**src/rtl/key_pkg.sv**
```systemverilog
// Shared types and constants for the key event front-end and its consumers.
package key_pkg;

    localparam int unsigned N_KEYS    = 8;
    localparam int unsigned KEY_IDX_W = 3;

    // Event word: is_release = 0 for a press (falling edge), 1 for a release (rising edge).
    typedef struct packed {
        logic                 is_release;
        logic [KEY_IDX_W-1:0] code;
    } key_evt_t;

    function automatic logic [KEY_IDX_W-1:0] lowest_set(input logic [N_KEYS-1:0] v);
        logic [KEY_IDX_W-1:0] idx;
        idx = '0;
        for (int i = N_KEYS - 1; i >= 0; i--) begin
            if (v[i]) idx = KEY_IDX_W'(i);
        end
        return idx;
    endfunction

endpackage

```
**src/rtl/key_debounce.sv**
```systemverilog
// One button channel: two-flop synchroniser, persistence counter and debounced level.
module key_debounce #(
    parameter int unsigned DEBOUNCE_CYCLES = 1_000_000
) (
    input  logic clk_i,
    input  logic rst_i,
    input  logic key_i,
    output logic level_o,
    output logic flip_o
);

    localparam int unsigned CNT_W = (DEBOUNCE_CYCLES > 2) ? $clog2(DEBOUNCE_CYCLES) : 1;
    localparam logic [CNT_W-1:0] CNT_LAST = CNT_W'(DEBOUNCE_CYCLES - 1);

    logic             sync1_q, sync2_q;
    logic             stable_q, stable_d;
    logic [CNT_W-1:0] cnt_q, cnt_d;

    always_comb begin
        stable_d = stable_q;
        cnt_d    = '0;
        flip_o   = 1'b0;
        if (sync2_q != stable_q) begin
            if (cnt_q == CNT_LAST) begin
                stable_d = sync2_q;
                flip_o   = 1'b1;
            end else begin
                cnt_d = cnt_q + 1'b1;
            end
        end
    end

    always_ff @(posedge clk_i) begin
        if (rst_i) begin
            sync1_q  <= 1'b1;
            sync2_q  <= 1'b1;
            stable_q <= 1'b1;
            cnt_q    <= '0;
        end else begin
            sync1_q  <= key_i;
            sync2_q  <= sync1_q;
            stable_q <= stable_d;
            cnt_q    <= cnt_d;
        end
    end

    assign level_o = stable_q;

endmodule

```
**src/rtl/key_event_frontend.sv**
```systemverilog
// Debounces eight active-low buttons and queues press/release events behind a
// valid/ready handshake, with a sticky flag for any event that had to be dropped.
module key_event_frontend
    import key_pkg::*;
#(
    parameter int unsigned DEBOUNCE_CYCLES = 1_000_000,
    parameter int unsigned FIFO_DEPTH      = 4
) (
    input  logic              clk_50M,
    input  logic              rst,
    input  logic [N_KEYS-1:0] key_in,
    output logic [N_KEYS-1:0] key_level,
    output logic              evt_valid,
    input  logic              evt_ready,
    output logic [2:0]        evt_code,
    output logic              evt_release,
    output logic              overflow,
    input  logic              ovf_clr
);

    localparam int unsigned AW    = $clog2(FIFO_DEPTH);
    localparam int unsigned PTR_W = AW + 1;

    logic [N_KEYS-1:0] flip;
    logic [N_KEYS-1:0] pending_q, pending_d;
    logic [N_KEYS-1:0] ptype_q, ptype_d;
    logic              overflow_q, overflow_d;
    logic [PTR_W-1:0]  wptr_q, wptr_d, rptr_q, rptr_d;
    key_evt_t          mem_q [FIFO_DEPTH];

    logic                 grant_valid;
    logic [KEY_IDX_W-1:0] grant_idx;
    logic                 fifo_empty, fifo_full;
    logic                 push, pop, drop, collision;
    key_evt_t             push_evt, head_evt;

    for (genvar i = 0; i < N_KEYS; i++) begin : g_key
        key_debounce #(
            .DEBOUNCE_CYCLES(DEBOUNCE_CYCLES)
        ) u_debounce (
            .clk_i  (clk_50M),
            .rst_i  (rst),
            .key_i  (key_in[i]),
            .level_o(key_level[i]),
            .flip_o (flip[i])
        );
    end

    assign fifo_empty = (wptr_q == rptr_q);
    assign fifo_full  = (wptr_q[AW] != rptr_q[AW]) && (wptr_q[AW-1:0] == rptr_q[AW-1:0]);
    assign pop        = !fifo_empty && evt_ready;

    assign grant_valid = |pending_q;
    assign grant_idx   = lowest_set(pending_q);

    // A pop on the same edge frees a slot, so the push is still accepted.
    assign push = grant_valid && (!fifo_full || pop);
    assign drop = grant_valid && fifo_full && !pop;

    always_comb begin
        push_evt.is_release = ptype_q[grant_idx];
        push_evt.code       = grant_idx;
    end

    always_comb begin
        pending_d = pending_q;
        ptype_d   = ptype_q;
        collision = 1'b0;
        for (int i = 0; i < N_KEYS; i++) begin
            if (grant_valid && (grant_idx == KEY_IDX_W'(i))) begin
                pending_d[i] = 1'b0;
            end else if (flip[i] && pending_q[i]) begin
                collision = 1'b1;
            end
            // The debounced level is about to invert, so the new type is its complement.
            if (flip[i]) begin
                pending_d[i] = 1'b1;
                ptype_d[i]   = ~key_level[i];
            end
        end
    end

    always_comb begin
        wptr_d     = push ? wptr_q + 1'b1 : wptr_q;
        rptr_d     = pop ? rptr_q + 1'b1 : rptr_q;
        overflow_d = overflow_q;
        if (ovf_clr) overflow_d = 1'b0;
        if (drop || collision) overflow_d = 1'b1;
    end

    always_ff @(posedge clk_50M) begin
        if (rst) begin
            pending_q  <= '0;
            ptype_q    <= '0;
            overflow_q <= 1'b0;
            wptr_q     <= '0;
            rptr_q     <= '0;
        end else begin
            pending_q  <= pending_d;
            ptype_q    <= ptype_d;
            overflow_q <= overflow_d;
            wptr_q     <= wptr_d;
            rptr_q     <= rptr_d;
        end
    end

    always_ff @(posedge clk_50M) begin
        if (!rst && push) begin
            mem_q[wptr_q[AW-1:0]] <= push_evt;
        end
    end

    assign head_evt    = mem_q[rptr_q[AW-1:0]];
    assign evt_valid   = !fifo_empty;
    assign evt_code    = evt_valid ? head_evt.code : 3'd0;
    assign evt_release = evt_valid ? head_evt.is_release : 1'b0;
    assign overflow    = overflow_q;

endmodule

```
**config.mk**
```make
export PLATFORM = sky130hd
export DESIGN_NAME = key_event_frontend
export DESIGN_NICKNAME = d
export VERILOG_FILES = /design/src/rtl/key_pkg.sv /design/src/rtl/key_debounce.sv /design/src/rtl/key_event_frontend.sv
export SDC_FILE = /design/constraint.sdc
export NUM_CORES = 1
export LEC_CHECK = 0
export BUFFER_PORTS_ARGS = -buffer_cell sky130_fd_sc_hd__clkbuf_2
export CORE_MARGIN = 2
export CORE_UTILIZATION = 55
export CTS_CLUSTER_SIZE = 40
export DETAILED_ROUTE_END_ITERATION = 7
export PLACE_DENSITY_LB_ADDON = 0.12
export SLEW_MARGIN = 20
export SYNTH_ARGS = -nofsm -noshare
export SYNTH_HDL_FRONTEND = slang
export SYNTH_SLANG_ARGS = --single-unit
```
**constraint.sdc**
```tcl
create_clock -name clk_50M -period 5.7 [get_ports clk_50M]
set_clock_uncertainty 0.05 [all_clocks]
set_input_delay 0 -clock clk_50M [delete_from_list [all_inputs] [get_ports clk_50M]]
set_output_delay 0 -clock clk_50M [all_outputs]
set_load 0.005 [all_outputs]
```
==> results by group <==
Power and ir drop
  • Switching share of power: 19.9%
  • Pleak: about 3.7 nW
  • Clock power frac: between 40% and 50%
  • Max VDD drop: around 0.25 mV
  • Sw power: 635 uW
  • Pwr Total: 3.19 mW
  • Gate power share: under 10%
  • Pint: 2.55 mW
  • Reg power frac: between 50% and 60%
  • Power Density: 299 nW/um^2

Floorplan
  • Core Footprint: around 17000 sq um
  • Chip Width: 136 um
  • Vert. Die Dim: approximately 140 um
  • Placement row count: 48
  • Starting Density: 55.7%
  • Die outline area: around 18000 sq um
  • I/O pin total: 26

Worst setup path
  • Worst setup SP type: flop
  • CP Capture Type: flop
  • Crit Path Category: reg2reg
  • WP data required: between 6 and 7 ns
  • Arrival time worst endpoint: roughly 2.6 ns
  • CP Max Fanout: 20

Logic synthesis
  • Post-Syn Area per Cell: between 9 and 10 sq um
  • Synth Instances: 1045
  • Count leader, synth: dfxtp_1
  • Register area share after synthesis: 49.0%
  • Syn Std Cell Area: around 9500 sq um
  • Synthesis Warnings: 0
  • Synth Net Count: ~1100
  • Top FF cell, synth: dfxtp_1
  • Share of the synthesized area in the top cell type: a little over two fifths
  • Post-synthesis cell type with the largest combined area: dfxtp_1
  • Post-synthesis cell type count: 51
  • Post-synth EDFFs: 16
  • Most area-consuming cells after synthesis: dfxtp_1, xor2_1, nor2_1
  • Async set or reset register ratio after synthesis: 0%
  • FF+latch count, synth: approximately 230
  • Commonest cells post-synth: dfxtp_1, nor2_1, xor2_1

Drt
  • Avg WL per Cell: roughly 12 um
  • Total Wirelength: about 16 mm
  • DR pass1 iterations: 4
  • Detailed Route Iter0 Violations: 197
  • Vias per inst: 5.05
  • DRC violation count after routing: 0
  • Detail Route Antenna Nets: 0
  • Vias post-DR: between 6000 and 7000

Global route
  • First-pass GRT wire length: 27.6 mm
  • Initial antenna violation count: 0
  • GRT overflow: 0
  • Vias in the first global route: 6165
  • Largest net degree at the start of global routing: 57
  • All-Layer GR Usage: 17.7%

Clocking
  • Resize count post-CTS: 0
  • Clock Latency Late Sink: 0.51 ns
  • Root buffer cell: clkbuf_16
  • Reg clk slew, reported paths: ~0.06 ns
  • CTS tree: built
  • Setup bufs post-CTS: 0
  • CTS buffer count: 24
  • Clock Path Buffers: 3
  • TritonCTS Sinks: ~230
  • Htree depth: 1

Finish
  • Layout cells sized above 1: around 8%
  • Finished Layout Cells: roughly 1300
  • Final nets: 1099
  • ANT cells: 0
  • Fin area: about 11000 sq um
  • Area grow syn2layout: 12.0%
  • Final core occ: 62.4%

Place
  • Placed Instances: around 1300
  • GP Congestion: 0.781
  • Buffers added on ports: 25
  • Dpl hpwl: between 10 and 15 mm
  • Pre-CTS setup slack: ~3.4 ns
  • Placed instance area: 9770 sq um

Outcome
  • Status: finished clean

Worst hold path
  • Hold WC Path Type: in2reg

Run
  • Max cap viols: 0

STA
  • Post-route setup slack: 3.39 ns
  • Fin crit period: 2.31 ns
  • Achievable clock frequency: 433 MHz
  • Post-route clock period utilization: 40.5%
  • Final count of pins violating max slew: 0
  • Setup TNS: 0 ns
  • Final hold slack: approximately 0.014 ns
  • Final hold violations: 0
  • RSZ-0062 raised after global routing: no
  • Final setup vio count: 0
  • Worst-Margin Slew: between 0.7 and 0.8 ns
  • Slew HR: a little under half
final timing paths:
path                                           start                                 endpoint  slack [ns]  depth (start not counted)
max          g_key[0].u_debounce.cnt_q[0]$_SDFF_PP0_  g_key[0].u_debounce.cnt_q[2]$_SDFF_PP0_        3.39                          6
max reg2reg  g_key[0].u_debounce.cnt_q[0]$_SDFF_PP0_  g_key[0].u_debounce.cnt_q[2]$_SDFF_PP0_        3.39                          6
min reg2reg   g_key[7].u_debounce.sync1_q$_SDFF_PP1_   g_key[7].u_debounce.sync2_q$_SDFF_PP1_        0.36                          1
min                                          ovf_clr                    overflow$_SDFFE_PP0P_        0.01                          6
final cells by class:
| class | count | area (sq um) |
|---|---|---|
| Clock buffer | 29 | 651 |
| Clock inverter | 14 | 143 |
| Fill cell | 1471 | 6440 |
| Inverter | 28 | 105 |
| Multi-Input combinational cell | 758 | 4590 |
| Sequential cell | 225 | 4660 |
| Tap cell | 225 | 282 |
| Timing Repair Buffer | 37 | 243 |
critical path: stages (launching register included):
cell	delay, ns
dfxtp_1	0.37
ha_1	0.22
nand2_1	0.06
or2_1	0.25
or4_4	0.58
nand2b_1	0.53
nor2_1	0.11
state kept, by name, summed over array words and instances, names as in the netlist, named ones only:
name,flops
g_key.u_debounce.cnt_q,160
mem_q,16
g_key.u_debounce.level_o,8
g_key.u_debounce.sync1_q,8
g_key.u_debounce.sync2_q,8
pending_q,8
ptype_q,8
rptr_q,3
wptr_q,3
overflow,1
kinds of logic after synthesis:
logic type / count (synthesis) / share of synthesized area, %
adders and majority gates: 13 / 1.71
and+or+nand+nor: 519 / 26.8
xor gates and xnor gates: 155 / 14.3
buffers and inverters: 62 / 2.90
AOI/OAI and AO/OA: 63 / 3.98
DFF: 225 / 49.0
muxes: 8 / 1.37
placed cells by master (no fill, tap or decap), types with 6 or more instances in the layout:
cell type / netlist / layout
nand2_1: 72 / 72
nor3_1: 15 / 15
xor2_1: 99 / 99
clkinv_2: 0 / 6
nor2b_1: 6 / 6
nor2_1: 204 / 204
clkbuf_16: 0 / 25
nor4b_1: 7 / 7
nor4_1: 13 / 13
nand2b_1: 15 / 15
nand3_1: 69 / 69
dlygate4sd3_1: 0 / 11
o21ai_0: 15 / 15
or3_1: 8 / 8
and4_1: 9 / 9
a21oi_1: 26 / 26
dfxtp_1: 209 / 209
inv_1: 28 / 28
clkbuf_2: 0 / 25
or2_2: 16 / 16
xnor2_1: 56 / 56
and2_1: 13 / 13
nand4_1: 21 / 21
ha_1: 13 / 13
edfxtp_1: 16 / 16
and3_1: 28 / 28
power by group through the flow:
stage	Sequential, mW	Combinational [mW]	Clock (mW)
3_3_place_gp	1.63	0.0301	0
4_1_cts	1.60	0.0355	1.60
2_1_floorplan	1.63	0.0218	0
6_report	1.60	0.0345	1.55
3_5_place_dp	1.63	0.0302	0
5_1_grt	1.60	0.0391	1.66
what timing repair did:
| action | CTS | global route |
|---|---|---|
| hold buffers | 11 | 0 |
| endpoints found under the setup margin | 0 | 0 |
| hold endpoints to repair | 14 | 0 |
per-layer routing:
layer / vias to the layer above / share of wire [%] / global-route usage (%)
met5: - / 0 / 0
met4: 0 / 2.2 / 4.92
met3: 27 / 2.8 / 3.25
met2: 64 / 45 / 29.3
met1: 3001 / 50 / 23.9
li1: 3553 / - / -
No activity file was read; power rests on OpenSTA's default activity.
